**src/rtl/channel_acq_responder.sv**
```systemverilog
// rtl/channel_acq_responder.sv - per-channel go/done responder that captures an ADC burst into the channel buffer
// Always terminates a fill: disabled, zero-length, stalled ADC and early go release all reach DONE or IDLE.
module channel_acq_responder #(
   parameter int ADC_WIDTH  = 12,
   parameter int ADDR_WIDTH = 10,
   parameter int TIMEOUT    = 4096
) (
   input  logic                  clk,
   input  logic                  reset_n,
   input  logic                  go,
   output logic                  done,
   input  logic                  enable,
   input  logic [ADDR_WIDTH:0]   burst_len,
   input  logic [ADC_WIDTH-1:0]  adc_data,
   input  logic                  adc_valid,
   output logic                  buf_we,
   output logic [ADDR_WIDTH-1:0] buf_addr,
   output logic [ADC_WIDTH-1:0]  buf_data,
   output logic [ADDR_WIDTH:0]   samples_written,
   output logic                  busy,
   output logic                  timeout_err,
   output logic                  abort_err
);

   typedef enum logic [1:0] {
      S_IDLE = 2'd0,
      S_ACQ  = 2'd1,
      S_DONE = 2'd2
   } state_t;

   localparam logic [ADDR_WIDTH:0] DEPTH      = {1'b1, {ADDR_WIDTH{1'b0}}};
   localparam logic [ADDR_WIDTH:0] ONE        = {{ADDR_WIDTH{1'b0}}, 1'b1};
   localparam logic [15:0]         IDLE_LIMIT = 16'(TIMEOUT - 1);

   state_t              state, state_nx;
   logic [ADDR_WIDTH:0] len;
   logic [ADDR_WIDTH:0] clamped_len;
   logic [15:0]         idle_cnt;
   logic                accept, write, stall, tmo, abort;

   assign clamped_len = (burst_len > DEPTH) ? DEPTH : burst_len;

   always_comb begin
      state_nx = state;
      accept   = 1'b0;
      write    = 1'b0;
      stall    = 1'b0;
      tmo      = 1'b0;
      abort    = 1'b0;
      case (state)
         S_IDLE: begin
            if (go) begin
               accept   = 1'b1;
               state_nx = (!enable || clamped_len == '0) ? S_DONE : S_ACQ;
            end
         end
         S_ACQ: begin
            // Releasing go wins over a same-cycle sample or timeout.
            if (!go) begin
               abort    = 1'b1;
               state_nx = S_IDLE;
            end else if (adc_valid) begin
               write = 1'b1;
               if (samples_written + ONE == len)
                  state_nx = S_DONE;
            end else if (idle_cnt == IDLE_LIMIT) begin
               tmo      = 1'b1;
               state_nx = S_DONE;
            end else begin
               stall = 1'b1;
            end
         end
         S_DONE: begin
            if (!go)
               state_nx = S_IDLE;
         end
         default: state_nx = S_IDLE;
      endcase
   end

   always_ff @(posedge clk or negedge reset_n) begin
      if (!reset_n) begin
         state           <= S_IDLE;
         done            <= 1'b0;
         busy            <= 1'b0;
         buf_we          <= 1'b0;
         buf_addr        <= '0;
         buf_data        <= '0;
         samples_written <= '0;
         timeout_err     <= 1'b0;
         abort_err       <= 1'b0;
         len             <= '0;
         idle_cnt        <= '0;
      end else begin
         state  <= state_nx;
         done   <= (state_nx == S_DONE);
         busy   <= (state_nx == S_ACQ);
         buf_we <= write;
         if (accept) begin
            len             <= clamped_len;
            samples_written <= '0;
            timeout_err     <= 1'b0;
            abort_err       <= 1'b0;
            idle_cnt        <= '0;
         end
         if (write) begin
            buf_addr        <= samples_written[ADDR_WIDTH-1:0];
            buf_data        <= adc_data;
            samples_written <= samples_written + ONE;
            idle_cnt        <= '0;
         end
         if (stall)
            idle_cnt <= idle_cnt + 16'd1;
         if (tmo)
            timeout_err <= 1'b1;
         if (abort)
            abort_err <= 1'b1;
      end
   end

endmodule

```
**config.mk**
```make
export PLATFORM = sky130hd
export DESIGN_NAME = channel_acq_responder
export DESIGN_NICKNAME = d
export VERILOG_FILES = /design/src/rtl/channel_acq_responder.sv
export SDC_FILE = /design/constraint.sdc
export NUM_CORES = 1
export LEC_CHECK = 0
export BUFFER_PORTS_ARGS = -buffer_cell sky130_fd_sc_hd__buf_2
export CAP_MARGIN = 20
export CELL_PAD_IN_SITES_DETAIL_PLACEMENT = 2
export CELL_PAD_IN_SITES_GLOBAL_PLACEMENT = 2
export CORE_MARGIN = 2
export CORE_UTILIZATION = 33
export DETAILED_ROUTE_END_ITERATION = 12
export PLACE_DENSITY = 0.85
export SYNTH_ARGS = -nofsm -noshare
export SYNTH_HDL_FRONTEND = slang
export SYNTH_SLANG_ARGS = --single-unit
```
**constraint.sdc**
```tcl
create_clock -name clk -period 2.3 [get_ports clk]
set_input_delay 0.46 -clock clk [delete_from_list [all_inputs] [get_ports clk]]
set_output_delay 0.46 -clock clk [all_outputs]
set_load 0.05 [all_outputs]
```
# After elaboration in Yosys (flattened, before gate mapping)
# Index checks and enable logic that the tools add are counted.
# totals
wordCells	60
reg_bits	67
out_inout_bits	38
# op_classes
eq_ne	6
reduce_logical	8
n_addsub	2
n_mux	32
n_lt_le_gt_ge	1
# op_table
op	n
$mux W16	3
$mux W11	3
$mux W1	18
$add A16 B1 Y16 const B	1
$eq A16 B12 Y1 const B	1
$mux W2	7
$add A11 B1 Y11 const B	1
$eq A11 B11 Y1	1
$gt A11 B11 Y1 const B	1
$logic_not A11 Y1	1
$pmux W2 S3	1
$reduce_bool A2 Y1	3
$eq A2 B1 Y1 const B	2
$eq A2 B2 Y1 const B	2
$reduce_bool A3 Y1	1
$logic_not A2 Y1	1
$logic_not A1 Y1	1
$logic_or A1 B1 Y1	1

# Longest topological paths before layout
# Gate-level depths: netlist of the first run.
# logic_depth
word_depth	8
depth_mapped	8
depth_no_buf	7

# Worst setup path before layout of the first run
# No wires, ideal clock.
# synth_path
kind	flip-flop to flip-flop
from	register samples_written[0]
to	register done
path_stages_with_launch	8
path_buffers	0
setup_time_ns	0.123
t_required_ns	2.177
period_less_slack_ns	2.356
arrival_time_ns	2.233
slack_ns	-0.056
cell_sequence	dfrtp_1 ha_1 nand4_4 or4_1 nand2_1 nor4_1 and3_1 o221a_2
# synth_between
elab_chain_len	7
# synth_rtl
element	line_no	text
start: declaration	19	output logic [ADDR_WIDTH:0] samples_written,
start signal: assignment	109	samples_written <= samples_written + ONE;
$add A11 B1 Y11	64	if (samples_written + ONE == len)
$eq A11 B11 Y1	64	
$mux W2	64	
$mux W2	62	end else if (adc_valid) begin
$mux W2	59	if (!go) begin
$pmux W2 S3	50	case (state)
$eq A2 B2 Y1	96	done <= (state_nx == S_DONE);
end signal: assignment	96	
end: declaration	11	output logic done,
# No other way between the ends.
# A chain may end at the register's enable or synchronous reset.

# Worst setup path in the final report of the first run
# layout_path
from	register samples_written[0]
to	register state[1]
# layout_between
elab_chain_len	6
# layout_rtl
element	line_no	text
$add A11 B1 Y11	64	
$eq A11 B11 Y1	64	
$mux W2	64	
$mux W2	62	
$mux W2	59	
$pmux W2 S3	50	
named net state_nx[1]	35	state_t state, state_nx;
end signal: assignment	95	state <= state_nx;
end: declaration	35	
# The timed path passes the listed nets, and every way through them passes these cells.

==> flow_summary.yaml, run 1 <==
finish:
  finish.net_count: 462
  most-common-layout-cells: "94 x nand2_1, 65 x dfrtp_1, 65 x buf_2, 39 x o21ai_0, 20 x nor2_1"
  multi_input_area_um2: 1570
  num_antenna_cells: 0
  drive_above_1_share_pct: 26.5
  stdcell_count: 570
  layout.area.seq_um2: 1680
  synthToLayoutAreaGrowth_pct: 21.0
  most_common_library_cell_in_the_layout_ignoring_fill_and_taps: "nand2_1"
  filler_cell_count: 1102
yosys:
  yosys_warnings: 0
  synth-async-reset-ratio_pct: 100
  synth_edf_count: 0
  syn_inst: 365
  distinct_cells_synth: 54
  post_synth.cell_area_avg_um2: 9.24
  synth-main-ff-cell: "dfrtp_1"
  mappedNetlistArea_um2: 3370
  synthesis.nets: 395
  ys_seq_area_share_pct: 49.7
  count_of_state_elements_after_synthesis: 67
clock_tree:
  postCtsResizedCells: 0
  post-cts-setup-buffers: 0
  cts-root-to-sink-buffers: 2
  tritoncts_clock_tree: "done"
  hold_fix_buffers_at_cts: 0
  cts_root_buf: "clkbuf_8"
  clkSlewWorstSetupHoldPaths_ns: 0.08
  numCtsBuffers: 9
  clock_sink_count: 67
  clock_tree.htree_level_count: 3
  clk-insertion-delay-late_ns: 0.34
global_routing:
  total_congestion_overflow: 0
  first_global_vias: 3250
  grt_first_pass_wirelength_um: 17100
  grt_antenna_before_repair: 1
  track_usage_pct: 19.6
  maximum_number_of_pins_on_one_net_before_global_route_repair: 43
floorplanning:
  core_region_area_um2: 9860
  die_height_um: 105
  fp_rows: 36
  start_util_pct: 34.2
  die-width_um: 105
  die_area_um2: 11000
  floorplan.io_pins: 66
critical_path:
  cp_common_cell: "and3_1"
  max_stage_delay_ns: 0.46
  worst_r2r_endpoint: "state[1]"
  timing.critical_path.required_ns: 2.58
  cp_data_arrival_time_ns: 2.45
  critical_path.reg2reg.startpoint: "samples_written[0]"
  crit_slowest_cell: "dfrtp_2"
  critical_path.max_fanout: 7
  timing.critical_path.to_type: "flip-flop"
  type_of_the_worst_setup_path: "reg2reg"
  worst-r2r-setup-slack_ns: 0.13
  critPathBufInv: 0
  cp-start-kind: "flip-flop"
  timing.critical_path.max_delay_family: "simple AND/OR/NAND/NOR gates"
  ff2ff_path_depth: 7
  crit_chain: "ha_2 -> and3_1 -> and3_1 -> o221ai_1 -> a211oi_1 -> and3_1 -> o221a_2"
drt:
  vias_per_cell: 5.31
  route.final.wire_length_um: 10400
  routed_wire_length_per_instance_um: 18.3
  firstDrtPassIters: 4
  detail_route.drc_violations: 0
  initialDrtViolationCount: 121
  vias: 3028
  final_antenna_net_count: 0
sta:
  worst_slew_pin_slew_ns: 0.597
  fin_skew_ns: 0.0130
  timing_max_transition_violations_final: 0
  setup_repair_after_global_routing_missed_its_margin: "false"
  fmax_mhz: 461
  minimum_clock_period_after_layout_ns: 2.17
  final-hold-violation-count: 0
  setup_tns_ns: 0
  layout_worst_path_cycle_share_pct: 94.4
  relSlewSlack_pct: 60.2
  final-setup-viol-count: 0
pwr:
  power_frac_seq_pct: 41.3
  power_switching_share_pct: 37.2
  combinational_power_share_pct: 26.7
  p_leak_nw: 2.04
  power_report.internal_total_w: 0.00222
  switching_power_w: 0.00131
  power_per_cell_area_nw_per_um2: 866
  power.clock.fraction_pct: 31.9
  max-vdd-ir-drop_uv: 329
placed_design:
  dpl.cell_count: 554
  gp_congestion: 0.864
  dpl.hpwl_um: 7610
  buffer_ports.inserted: 65
worst_hold_path:
  hold_path_class: "in2async"
outcome:
  outcome: "complete, no violations"
flow_run:
  drv.max_cap_violation_count: 0
worst max path at each step:
stage / from / end / cells past startpoint
2_1_floorplan: samples_written[3] / done / 7
3_3_place_gp: samples_written[0] / done / 7
3_5_place_dp: samples_written[0] / done / 7
4_1_cts: samples_written[0] / state[1] / 7
5_1_grt: samples_written[0] / state[1] / 7
6_report: samples_written[0] / state[1] / 7
layout make-up:
type                            count  share of cell area (%)
Clock buffer                       10                    3.37
Clock inverter                      6                    2.18
Inverter                            5                   0.460
Multi-Input combinational cell    273                    38.5
Sequential cell                    67                    41.2
Tap cell                          133                    4.08
Timing Repair Buffer               76                    10.3
per-layer routing:
metal	part of all wire, %	routed length [um]	vias up	track usage [%]
met2	50	5180	74	33.1
met3	4.4	456	18	3.99
met4	1.5	158	2	6.57
li1	-	-	1398	-
met5	0.11	12	-	0
met1	44	4630	1536	24.9
flip-flops by register name, summed over array words and instances, names as in the netlist:
name	count
abort_err	1
buf_addr	10
buf_data	12
buf_we	1
busy	1
done	1
idle_cnt	16
len	11
samples_written	11
state	2
timeout_err	1
Yosys cell counts, types with 2 or more instances:
library cell	count	share of area (%)
nand2_1	94	10
dfrtp_1	67	50
o21ai_0	39	5.8
nor2_1	20	2.2
nand3_1	18	2.7
xnor2_1	11	2.9
clkbuf_1	10	1.1
a21oi_1	8	1.2
and3_1	6	1.1
nand4_1	6	1.1
xor2_1	6	1.6
a22o_1	5	1.3
nand2b_1	5	0.93
inv_1	4	0.44
nor3_1	4	0.59
buf_2	3	0.44
buf_4	3	0.67
buf_6	3	1.0
mux2i_1	3	0.89
nor2b_1	3	0.56
o221ai_1	3	0.78
or4_1	3	0.67
a211oi_1	2	0.44
a31oi_1	2	0.37
and3_2	2	0.44
and4_1	2	0.52
ha_1	2	0.74
nand3b_1	2	0.44
nor4_1	2	0.37
o221a_2	2	0.67
o41ai_1	2	0.52
power groups by stage:
| stage | combinational, W | clock [W] | sequential (W) |
|---|---|---|---|
| floorplan | 0.000290 | 0 | 0.00183 |
| global placement | 0.000915 | 0 | 0.00146 |
| detailed placement | 0.000952 | 0 | 0.00149 |
| CTS | 0.000957 | 0.00115 | 0.00146 |
| global route | 0.00102 | 0.00120 | 0.00148 |
| finish | 0.000945 | 0.00113 | 0.00146 |
logic make-up (layout without fill, tap and decap cells):
kind of cell               after synthesis  after routing  synth area share, %
and+or+nand+nor                        180            180                 26.6
DFF                                     67             67                 49.7
AOI/OAI and AO/OA                       71             71                 13.6
xor gates and xnor gates                17             17                 4.41
buffers and inverters                   25             97                 4.01
muxes                                    3              3                0.890
adders and majority gates                2              2                0.742
per-stage QoR:
step	util [%]	cell area (um^2)	setup WS, ns	total power [W]	hold slack, ns
floorplan	-	3380	0.150	0.00212	0.164
global placement	39.0	3850	0.213	0.00238	0.453
detailed placement	39.0	3850	0.0218	0.00244	0.467
CTS	41.3	4070	0.0175	0.00357	0.113
global route	41.4	4080	0.0275	0.00370	0.134
finish	41.4	4080	0.129	0.00353	0.111
Note: power is estimated with default switching activity, not from simulation.
==> inputs of run 2 (changes only) <==
--- a/config.mk
+++ b/config.mk
@@ -13,6 +13,7 @@
 export CORE_UTILIZATION = 33
 export DETAILED_ROUTE_END_ITERATION = 12
 export PLACE_DENSITY = 0.85
+export RECOVER_POWER = 100
 export SYNTH_ARGS = -nofsm -noshare
 export SYNTH_HDL_FRONTEND = slang
 export SYNTH_SLANG_ARGS = --single-unit
==> run 2 against run 1 <==
- die area did not move
- largest cell class unchanged
- global-route usage did not move
- largest power group unchanged
- count of clock-buffer cells in the layout did not move
- register-to-register slack barely moved
==> flow_summary.yaml, run 2 (synthesis gave the netlist of run 1 again) <==
outcome:
  outcome: "complete, no violations"
worst_hold_path:
  hold_path_endpoint: "buf_data[2]"
  timing.hold.worst_path_depth: 3
  worstHoldStart: "adc_data[2]"
  hold_path_class: "in2reg"
sta:
  fmax_mhz: 461
  worst_slew_pin_slew_ns: 1.34
  minimum_clock_period_after_layout_ns: 2.17
  fin_skew_ns: 0.0125
  hold_ws_ns: 0.311
  layout_worst_path_cycle_share_pct: 94.4
  post-route-worst-setup-slack_ns: 0.129
  final-setup-viol-count: 0
  setup_tns_ns: 0
  final-hold-violation-count: 0
  relSlewSlack_pct: 11.0
  setup_repair_after_global_routing_missed_its_margin: "false"
  timing_max_transition_violations_final: 0
flow_run:
  drv.max_cap_violation_count: 0
clock_tree:
  numCtsBuffers: 9
  clk-insertion-delay-late_ns: 0.34
  cts-root-to-sink-buffers: 2
  clkSlewWorstSetupHoldPaths_ns: 0.08
  clock_sink_count: 67
  cts_root_buf: "clkbuf_8"
  clock_tree.htree_level_count: 3
  hold_fix_buffers_at_cts: 0
  tritoncts_clock_tree: "done"
global_routing:
  grt_antenna_before_repair: 1
  track_usage_pct: 19.6
  grt_first_pass_wirelength_um: 17100
  maximum_number_of_pins_on_one_net_before_global_route_repair: 43
  first_global_vias: 3250
  total_congestion_overflow: 0
finish:
  num_antenna_cells: 0
  synthToLayoutAreaGrowth_pct: 18.0
  stdcell_count: 570
  most_common_library_cell_in_the_layout_ignoring_fill_and_taps: "nand2_1"
  finish.net_count: 462
  most-common-layout-cells: "94 x nand2_1, 65 x dfrtp_1, 43 x clkbuf_1, 39 x o21ai_0, 26 x buf_2"
  regMostFlops: "idle_cnt"
  reg_top3: "idle_cnt x16, buf_data x12"
  drive_above_1_share_pct: 15.8
  largest_reg_flops: 16
floorplanning:
  die-width_um: 105
  start_util_pct: 34.2
  floorplan.io_pins: 66
  die_height_um: 105
  fp_rows: 36
  die_area_um2: 11000
  core_region_area_um2: 9860
drt:
  detail_route.drc_violations: 0
  routed_wire_length_per_instance_um: 18.4
  vias_per_cell: 5.30
  vias: 3022
  route.final.wire_length_um: 10500
  initialDrtViolationCount: 124
  final_antenna_net_count: 0
  firstDrtPassIters: 6
placed_design:
  buffer_ports.inserted: 65
  gp_congestion: 0.864
  dpl.cell_count: 554
  pre_cts_ws_ns: 0.0218
  dpl.hpwl_um: 7610
critical_path:
  timing.critical_path.max_delay_family: "simple AND/OR/NAND/NOR gates"
  worst-r2r-setup-slack_ns: 0.13
  timing.critical_path.to_type: "flip-flop"
  crit_slowest_cell: "dfrtp_1"
  critical_path.reg2reg.startpoint: "idle_cnt[0]"
  type_of_the_worst_setup_path: "reg2reg"
  cp-start-kind: "flip-flop"
  startpoint: "idle_cnt[0]"
  crit_chain: "ha_1 -> and4_1 -> a21oi_1 -> clkbuf_1 -> nand4_1 -> nand3_1 -> o21ai_0"
  max_stage_delay_ns: 0.44
  timing.critical_path.required_ns: 2.53
  critPathBufInv: 1
  critical_path.max_fanout: 8
  worst_r2r_endpoint: "idle_cnt[8]"
  cp_data_arrival_time_ns: 2.40
  ff2ff_path_depth: 7
pwr:
  post-layout-total-power_w: 0.00349
  power_per_cell_area_nw_per_um2: 877
  p_leak_nw: 1.87
  max-vdd-ir-drop_uv: 300
-- run 2: changes by cell type in the layout (fill, tap and decap cells not counted), moves of 3 or more --
cell	delta
buf_4	-6
clkbuf_1	+43
clkbuf_2	+3
buf_2	-39
-- run 2: how the worst max path moves through the flow --
stage	cells after the start	to	slack, ns
after floorplan	7	done	0.15
after global placement	7	done	0.21
after detailed placement	7	done	0.02
after CTS	7	state[1]	0.02
after global routing	7	state[1]	0.03
final	7	idle_cnt[8]	0.13
-- run 2: what timing repair did --
item                       in CTS  in global routing
setup endpoints to repair       0                  4
setup buffers                   0                  0
hold endpoints to repair        0                  0
resized for setup               0                  2
-- run 2: layout make-up --
| class | count | area (um^2) |
|---|---|---|
| repair buffers | 76 | 337 |
| fillers | 1135 | 5880 |
| clock inverters | 6 | 88.8 |
| well taps | 133 | 166 |
| flip-flops and latches | 67 | 1680 |
| clock buffers | 10 | 138 |
| multi-input cells | 273 | 1550 |
| inverters | 5 | 18.8 |
-- run 2: routing by layer --
metal	vias to the layer above	routed length, um	track usage [%]
li1	1399	-	-
met1	1528	4690	24.9
met2	77	5190	33.1
met3	16	470	3.99
met4	2	153	6.57
met5	-	12	0
-- run 2: where the power goes --
group | internal (W) | switching (W) | leakage (nW)
registers | 0.00133 | 0.000133 | 0.899
clock network | 0.000640 | 0.000488 | 0.108
logic | 0.000204 | 0.000694 | 0.858
total | 0.00217 | 0.00132 | 1.87
-- run 2: metrics by stage --
stage / util [%] / instance area (um^2)
3_3_place_gp: 39.0 / 3850
4_1_cts: 41.3 / 4070
6_report: 40.3 / 3980
2_1_floorplan: - / 3380
5_1_grt: 40.3 / 3980
3_5_place_dp: 39.0 / 3850
-- run 2: worst reg2reg max path, stage by stage (launching register included) --
cell and delay, ns:
dfrtp_1 0.44, ha_1 0.33, and4_1 0.26, a21oi_1 0.38, clkbuf_1 0.30, nand4_1 0.16
nand3_1 0.11, o21ai_0 0.07
==> inputs of run 3 (changes only) <==
--- a/config.mk
+++ b/config.mk
@@ -5,14 +5,15 @@
 export SDC_FILE = /design/constraint.sdc
 export NUM_CORES = 1
 export LEC_CHECK = 0
+export ABC_AREA = 1
 export BUFFER_PORTS_ARGS = -buffer_cell sky130_fd_sc_hd__buf_2
 export CAP_MARGIN = 20
 export CELL_PAD_IN_SITES_DETAIL_PLACEMENT = 2
 export CELL_PAD_IN_SITES_GLOBAL_PLACEMENT = 2
 export CORE_MARGIN = 2
-export CORE_UTILIZATION = 33
+export CORE_UTILIZATION = 32
 export DETAILED_ROUTE_END_ITERATION = 12
-export PLACE_DENSITY = 0.85
+export PLACE_DENSITY = 0.86
 export RECOVER_POWER = 100
 export SYNTH_ARGS = -nofsm -noshare
 export SYNTH_HDL_FRONTEND = slang
==> run 3 against run 2 <==
- critical endpoint is now idle_cnt[15]
- the run now ends with max-capacitance violations, max-slew violations left
- total power fell by 2.2%
- worst setup slack improved by 0.025 ns
- sequential cell count did not move
==> flow_summary.yaml, run 3 <==
yosys:
  synthesis.nets: 448
  synth_top_area_share_pct: 49.4
  synth_top_cell_by_area: "dfrtp_1"
  synth-async-reset-ratio_pct: 100
  synth_most_common_cell: "nand2_1"
  synth.top_cells.by_area: "dfrtp_1 49%, nand2_1 14%, nand3_1 5.5%"
  yosys_warnings: 0
  count_of_state_elements_after_synthesis: 67
  synth-main-ff-cell: "dfrtp_1"
  distinct_cells_synth: 31
  mappedNetlistArea_um2: 3390
  ys_seq_area_share_pct: 49.4
  synth_edf_count: 0
  top_cells_by_count_synth: "124 x nand2_1, 67 x dfrtp_1, 44 x inv_1, 37 x nand3_1, 31 x nor2_1"
  post_synth.cell_area_avg_um2: 8.11
  syn_inst: 418
floorplanning:
  core_region_area_um2: 10300
  die_area_um2: 11400
  start_util_pct: 32.8
  die-width_um: 107
  floorplan.io_pins: 66
  die_height_um: 107
  fp_rows: 37
pwr:
  power_per_cell_area_nw_per_um2: 844
  p_leak_nw: 1.82
  max-vdd-ir-drop_uv: 333
sta:
  setup_repair_after_global_routing_missed_its_margin: "false"
  worst_slew_pin_slew_ns: 1.92
  minimum_clock_period_after_layout_ns: 2.15
  final-setup-viol-count: 0
  fin_skew_ns: 0.0143
  post-route-worst-setup-slack_ns: 0.154
  fmax_mhz: 466
  timing_max_transition_violations_final: 32
  final-hold-violation-count: 0
  setup_tns_ns: 0
  layout_worst_path_cycle_share_pct: 93.3
  relSlewSlack_pct: -27.7
outcome:
  violated_checks: "max-capacitance violations, max-slew violations"
  outcome: "finished with violations"
placed_design:
  dpl.hpwl_um: 8180
  buffer_ports.inserted: 65
  pre_cts_ws_ns: 0.114
  gp_congestion: 0.791
drt:
  vias: 3183
  detail_route.drc_violations: 0
  route.layer.met1.wl_um: 4820
  initialDrtViolationCount: 94
  met3_length_um: 359
  vias_per_cell: 5.02
  routed_wire_length_per_instance_um: 17.4
  firstDrtPassIters: 4
  met2_wire_len_um: 5680
  top_layer_used: "met4"
  route.final.wire_length_um: 11000
  final_antenna_net_count: 0
clock_tree:
  hold_fix_buffers_at_cts: 0
  clk-insertion-delay-late_ns: 0.36
  clock_sink_count: 67
  numCtsBuffers: 9
  clkSlewWorstSetupHoldPaths_ns: 0.09
  tritoncts_clock_tree: "done"
  clock_tree.htree_level_count: 3
  cts-root-to-sink-buffers: 2
  cts_root_buf: "clkbuf_8"
critical_path:
  critical_path.reg2reg.startpoint: "idle_cnt[0]"
  timing.critical_path.to_type: "flip-flop"
  type_of_the_worst_setup_path: "reg2reg"
  startpoint: "idle_cnt[0]"
  critical_path.max_fanout: 11
  cp_data_arrival_time_ns: 2.39
  cp-start-kind: "flip-flop"
  timing.critical_path.required_ns: 2.54
global_routing:
  grt_first_pass_wirelength_um: 17900
  total_congestion_overflow: 0
  track_usage_pct: 20.2
  first_global_vias: 3486
  grt_antenna_before_repair: 0
  maximum_number_of_pins_on_one_net_before_global_route_repair: 37
finish:
  synthToLayoutAreaGrowth_pct: 19.2
  largest_reg_flops: 16
  finish.net_count: 523
  reg_top3: "idle_cnt x16, buf_data x12"
  regMostFlops: "idle_cnt"
  drive_above_1_share_pct: 14.5
  most-common-layout-cells: "124 x nand2_1, 66 x dfrtp_1, 46 x inv_1, 42 x clkbuf_1, 36 x nand3_1"
  most_common_library_cell_in_the_layout_ignoring_fill_and_taps: "nand2_1"
  num_antenna_cells: 0
flow_run:
  drv.max_cap_violation_count: 1
worst_hold_path:
  hold_path_class: "in2reg"
  worstHoldStart: "adc_data[2]"
[run 3: cell types whose count changed after synthesis, sizes merged, moves of 4 or more]
cell and change:
o22ai +19, buf -5, nand4 +4, o21ai -9, nand3 +20, nor2 +15
xnor2 -10, inv +46, a22o -5, nand2b -5, a21oi -5, and3 -8
nand2 +34, clkbuf -6
[run 3: worst paths after layout]
path / to / slack (ns) / depth (start not counted)
max reg2reg: idle_cnt[15] / 0.15 / 12
max: idle_cnt[15] / 0.15 / 12
min: buf_data[2] / 0.30 / 3
min reg2reg: buf_data[1] / 0.47 / 2
min in group asynchronous: busy / 0.63 / 1
max in group asynchronous: samples_written[0] / 0.48 / 2
[run 3: repair_timing]
| action | CTS | global route |
|---|---|---|
| setup endpoints to repair | 0 | 8 |
| hold endpoints to repair | 0 | 0 |
| gates resized for setup | 0 | 5 |
| setup buffers | 0 | 2 |
[run 3: report_power, final]
group	internal (W)	total, W	switching, W
sequential	0.00135	0.00145	0.000102
combinational	0.000184	0.000950	0.000766
clock	0.000503	0.00102	0.000512
total	0.00203	0.00341	0.00138
[run 3: stage by stage]
stage / util (%) / instance area (um^2) / power [W] / hold slack, ns / std cells
global route: 39.2 / 4040 / 0.00359 / 0.302 / 634
finish: 39.2 / 4040 / 0.00341 / 0.300 / 634
CTS: 39.6 / 4090 / 0.00350 / 0.202 / 632
global placement: 37.7 / 3900 / 0.00243 / 0.450 / 616
detailed placement: 37.7 / 3900 / 0.00247 / 0.460 / 616
floorplan: - / 3390 / 0.00216 / 0.164 / 418
[run 3: final cells by class]
class / instances / area (um^2)
clock buffers: 10 / 128
fillers: 1257 / 6280
well taps: 136 / 170
flip-flops and latches: 67 / 1680
inverters: 51 / 191
repair buffers: 73 / 332
clock inverters: 6 / 66.3
multi-input cells: 291 / 1480
[run 3: critical path, cell delays in order, from the launching register on]
cell and delay [ns]:
dfrtp_1 0.41, ha_1 0.23, nand3_2 0.11, nor2_2 0.10, nand2_2 0.08, nor2_4 0.12, nand3_4 0.10, nor2_4 0.13
nand2_2 0.14, nand2_8 0.11, clkbuf_2 0.14, buf_4 0.22, o22ai_1 0.11
[run 3: kinds of logic after synthesis]
| family | after synthesis | synth area share [%] |
|---|---|---|
| AO/OA/AOI/OAI | 55 | 10.7 |
| XOR/XNOR | 10 | 2.58 |
| adder cells (fa/ha/maj) | 2 | 0.738 |
| buffers and inverters | 60 | 7.05 |
| flip-flops | 67 | 49.4 |
| AND/OR/NAND/NOR | 224 | 29.4 |
[run 3: layer usage]
layer / vias to the layer above / GRT usage [%]
met4: 0 / 6.22
met1: 1595 / 24.7
li1: 1515 / -
met5: - / 0
met3: 17 / 3.95
met2: 56 / 35.9
